`src/rtl/long_divider_axi4s.sv`:
```
// long_divider_axi4s: sequential unsigned Q-format divider behind an AXI4-Stream responder.
// Ports:
//   clk, rst_n                       clock, asynchronous active-low reset
//   ing_tvalid/tready/tdata/tlast/tid  operand packet: dividend beat (tlast=0), then divisor beat (tlast=1)
//   egr_tvalid/tready/tdata/tlast/tid  single-beat quotient carrying the dividend beat's ID
//   egr_tuser                        quotient saturated by overflow or divide-by-zero
module long_divider_axi4s #(
    parameter int AXI_DATA_WIDTH_P = 32,
    parameter int AXI_ID_WIDTH_P   = 4,
    parameter int Q_BITS_P         = 8
) (
    input  logic                        clk,
    input  logic                        rst_n,
    input  logic                        ing_tvalid,
    output logic                        ing_tready,
    input  logic [AXI_DATA_WIDTH_P-1:0] ing_tdata,
    input  logic                        ing_tlast,
    input  logic [AXI_ID_WIDTH_P-1:0]   ing_tid,
    output logic                        egr_tvalid,
    input  logic                        egr_tready,
    output logic [AXI_DATA_WIDTH_P-1:0] egr_tdata,
    output logic                        egr_tlast,
    output logic [AXI_ID_WIDTH_P-1:0]   egr_tid,
    output logic                        egr_tuser
);
    localparam int W  = AXI_DATA_WIDTH_P;
    localparam int NW = W + Q_BITS_P;
    localparam int CW = $clog2(NW + 1);

    typedef enum logic [1:0] {RX_DIVIDEND_E, RX_DIVISOR_E, DIVIDE_E, TX_QUOTIENT_E} state_t;

    state_t        state;
    logic [NW-1:0] num;
    logic [W-1:0]  rem;
    logic [W-1:0]  divisor;
    logic [CW-1:0] cnt;
    logic [W:0]    trial;
    logic          fits;
    logic [NW-1:0] quot;
    logic [W-1:0]  rem_next;
    logic          ovf;
    logic          hs_in;

    // num shifts the numerator out MSB first while quotient bits shift in at the LSB,
    // so after NW iterations it holds the full quotient.
    always_comb begin
        hs_in    = ing_tvalid & ing_tready;
        trial    = {rem, num[NW-1]};
        fits     = trial >= {1'b0, divisor};
        quot     = {num[NW-2:0], fits};
        rem_next = fits ? W'(trial - {1'b0, divisor}) : trial[W-1:0];
        ovf      = |(quot >> W);
    end

    always_ff @(posedge clk or negedge rst_n) begin
        if (!rst_n) begin
            state      <= RX_DIVIDEND_E;
            ing_tready <= 1'b0;
            egr_tvalid <= 1'b0;
            egr_tdata  <= '0;
            egr_tlast  <= 1'b0;
            egr_tid    <= '0;
            egr_tuser  <= 1'b0;
            num        <= '0;
            rem        <= '0;
            divisor    <= '0;
            cnt        <= '0;
        end else begin
            case (state)
                RX_DIVIDEND_E: begin
                    ing_tready <= 1'b1;
                    if (hs_in && !ing_tlast) begin
                        num     <= NW'(ing_tdata) << Q_BITS_P;
                        egr_tid <= ing_tid;
                        state   <= RX_DIVISOR_E;
                    end
                end
                RX_DIVISOR_E: begin
                    if (hs_in && ing_tlast) begin
                        divisor    <= ing_tdata;
                        rem        <= '0;
                        cnt        <= '0;
                        ing_tready <= 1'b0;
                        if (ing_tdata == '0) begin
                            egr_tdata <= '1;
                            egr_tuser <= 1'b1;
                            state     <= TX_QUOTIENT_E;
                        end else begin
                            state <= DIVIDE_E;
                        end
                    end else if (hs_in) begin
                        num     <= NW'(ing_tdata) << Q_BITS_P;
                        egr_tid <= ing_tid;
                    end
                end
                DIVIDE_E: begin
                    num <= quot;
                    rem <= rem_next;
                    cnt <= cnt + 1'b1;
                    if (cnt == CW'(NW - 1)) begin
                        egr_tdata <= ovf ? '1 : quot[W-1:0];
                        egr_tuser <= ovf;
                        state     <= TX_QUOTIENT_E;
                    end
                end
                TX_QUOTIENT_E: begin
                    // Result is registered on entry; valid follows one edge later.
                    if (!egr_tvalid) begin
                        egr_tvalid <= 1'b1;
                        egr_tlast  <= 1'b1;
                    end else if (egr_tready) begin
                        egr_tvalid <= 1'b0;
                        egr_tlast  <= 1'b0;
                        ing_tready <= 1'b1;
                        state      <= RX_DIVIDEND_E;
                    end
                end
                default: state <= RX_DIVIDEND_E;
            endcase
        end
    end
endmodule

```
`config.mk`:
```
export PLATFORM = sky130hd
export DESIGN_NAME = long_divider_axi4s
export DESIGN_NICKNAME = d
export VERILOG_FILES = /design/src/rtl/long_divider_axi4s.sv
export SDC_FILE = /design/constraint.sdc
export NUM_CORES = 1
export LEC_CHECK = 0
export CORE_MARGIN = 4
export CORE_UTILIZATION = 33
export CTS_BUF_LIST = sky130_fd_sc_hd__clkbuf_4 sky130_fd_sc_hd__clkbuf_8
export DETAILED_ROUTE_END_ITERATION = 16
export PLACE_DENSITY = 0.5
export SLEW_MARGIN = 15
export SYNTH_ARGS = -nofsm -noshare
export SYNTH_HDL_FRONTEND = slang
export SYNTH_SLANG_ARGS = --single-unit
```
`constraint.sdc`:
```
create_clock -name clk -period 3.2 [get_ports clk]
set_clock_uncertainty 0.15 [all_clocks]
set_input_delay 0.96 -clock clk [delete_from_list [all_inputs] [get_ports clk]]
set_output_delay 0.96 -clock clk [all_outputs]
set_load 0.1 [all_outputs]
```
==> impl_metrics.toml <==
[drt]
wl_um = 23330
drtIter0Drc = 434
firstDrtPassIters = 5
viasPerCell = 5.193
drc = 0
vias = 6891
wl_per_cell_um = 17.58
drtAntennaViolNets = 0

[min_path]
worstHoldPathType = "input port to asynchronous set/reset pin"

[final_layout]
drive_above_1_share = 0.2016
area_growth_syn_to_layout_pct = 23.06
final_area_um2 = 10480
fill_cells = 2530
final_cells = 1327
nets = 1063
num_antenna_cells = 0

[floorplanning]
die_h_um = 168.6
core-area_um2 = 25250
rows = 58
num_io_pins = 81
initial_core_util = 0.3371
die_w_um = 168.6
design.die.area_um2 = 28430

[logic_synthesis]
synth_edf_count = 0
yosysMostFrequentCell = "dfrtp_1"
synth_top_area_frac = 0.4468
ys_ff_latch = 152
syn-num-nets = 937
syn_inst = 858
yosys-top-cells-area = "dfrtp_1, mux2i_1, ha_1"
postSynthAreaPerCell_um2 = 9.922
yosys_warnings = 0
synth_top_cells_by_count = "dfrtp_1, nand2_1, o21ai_0"
syn_area_um2 = 8513
async_flop_share = 1.000
synth_largest_area_cell = "dfrtp_1"
synth.distinct_cells = 69
ys.flop_type = "dfrtp_1"
yosysSeqAreaShare = 0.4468

[grt]
grt_pass1_vias = 6859
grt_max_degree = 56
antenna_found_initial = 0
track_usage = 0.1644
grt_pass1_wl_um = 37570
grt.overflow.total = 0

[sta]
tightest_slew_ns = 0.5800
fin_crit_ns = 3.047
whs_ns = 0.2955
post-route-period-util = 0.9522
fin_ws_ns = 0.1529
maxSlewHeadroom = 0.6133
rsz0062_at_grt = "true"
setup_violations = 0
drv_slew = 0
hold_viol = 0
fmax_ghz = 0.3282
setup-tns-final_ns = 0

[setup_path]
end_kind = "flop"
cp-startpoint = "num[39]$_DFFE_PN0P_"
critical_path_class = "flop to flop"
cp-start-kind = "flop"
critPathMaxFanout = 4
reg2reg_from = "num[39]$_DFFE_PN0P_"
crit_slowest_cell = "fa_1"
arrival_ns = 3.25
crit_chain = "inv_1 > ha_1 > fa_1 > nor2b_1 > o31a_2 > buf_4 > a2111oi_0 > buf_4 > o21ai_0 > nand2_1 > o311ai_0 > o21ai_1"
cp_common_cell = "buf_4"
crit_required_ns = 3.41
cpPeakStageDelay_ns = 0.41

[clock_network]
clock_path_buffers = 2
cts_root_buffer = "clkbuf_8"
clk_pin_slew_worst_paths_ns = 0.11
ctsHtreeMaxLevel = 4
numCtsBuffers = 17
clock-sinks = 152
clk_latency_ns = 0.47
hold_buffers = 0
cts_tree = "done"

[place]
port_buffers = 80
dp.cells = 1293
routabilityCongestion = 0.8527
place_area_um2 = 10040
dp_slack_ns = -0.04739
dp_hpwl_um = 17460

[job]
max_cap_violations = 0

[pwr]
p_leak_uw = 0.004564
ir_drop_uv = 607.3
power.density_nw_per_um2 = 1166

[outcome]
status = "finished, final reports clean"
final timing paths:
| path | to | slack (ns) | cells after the start |
|---|---|---|---|
| max in group asynchronous | divisor[0]$_DFFE_PN0P_ | 1.92 | 2 |
| setup reg to reg | rem[30]$_DFFE_PN0P_ | 0.15 | 12 |
| hold / removal | rem[29]$_DFFE_PN0P_ | 0.30 | 1 |
| hold reg to reg | egr_tlast$_DFFE_PN0P_ | 0.34 | 2 |
| min in group clk | egr_tlast$_DFFE_PN0P_ | 0.34 | 2 |
| setup / recovery | rem[30]$_DFFE_PN0P_ | 0.15 | 12 |
timing repair:
| item | in CTS | in global routing |
|---|---|---|
| endpoints found under the setup margin | 0 | 23 |
| setup buffers | 0 | 2 |
| gates resized for setup | 0 | 4 |
cells in the final DEF, fill, tap and decap left out, types with 7 or more instances in the layout:
cell type        instances
a21o_1                  10
mux2_2                  37
xnor2_1                 12
nand3_1                 10
o22a_1                  33
a21oi_1                 33
buf_4                  104
o31ai_1                 10
mux2i_1                 53
dfrtp_1                152
ha_1                    36
o21ai_0                 83
nand2_1                103
nor2_1                  33
a32oi_1                 10
o21ai_1                 12
xor2_1                  15
nor4_1                  11
clkdlybuf4s50_1         39
nand4_1                 11
buf_12                   7
clkbuf_8                17
inv_1                   49
nor3_1                  12
worst max-delay path, delay by kind of cell, from the launching register on:
| kind | cells | cell delay [ns] |
|---|---|---|
| simple gates | 2 | 0.39 |
| fa+ha+maj | 2 | 0.63 |
| flops | 1 | 0.36 |
| buf+inv | 3 | 0.34 |
| compound gates | 5 | 1.08 |
report_power, final:
part / internal, uW / switching, uW
logic: 3190 / 4440
clock network: 598 / 918
registers: 2570 / 499
cells by family after synthesis:
group	Yosys count	synth area share
flops	152	0.4468
mux	90	0.1113
fa+ha+maj	38	0.05673
buf+inv	93	0.04762
simple gates	211	0.1163
xor+xnor	27	0.02778
compound gates	247	0.1936
layout make-up:
cell class,count,area [um2],share of cell area
Clock inverter,15,173.9,0.01660
Timing Repair Buffer,151,1323,0.1262
Tap cell,330,412.9,0.03941
Multi-Input combinational cell,613,4345,0.4148
Inverter,49,183.9,0.01756
Clock buffer,17,234.0,0.02233
Sequential cell,152,3804,0.3631
sequential cells by signal (all words and copies together), names as in the netlist:
| register | flops |
|---|---|
| cnt | 6 |
| divisor | 32 |
| egr_tdata | 32 |
| egr_tid | 4 |
| egr_tlast | 1 |
| egr_tuser | 1 |
| egr_tvalid | 1 |
| ing_tready | 1 |
| num | 40 |
| rem | 32 |
| state | 2 |
per-layer routing:
layer  share of wire  track usage
met1            0.48       0.2340
met3           0.039      0.03013
met5               0            0
met2            0.46       0.2626
met4           0.014      0.03634
metrics by stage:
step	total power (uW)	utilization
4_1_cts	12240	0.4135
3_5_place_dp	10670	0.3974
6_report	12220	0.4148
2_1_floorplan	8485	-
5_1_grt	13280	0.4148
3_3_place_gp	10640	0.3974
No activity file was read; power rests on OpenSTA's default activity.
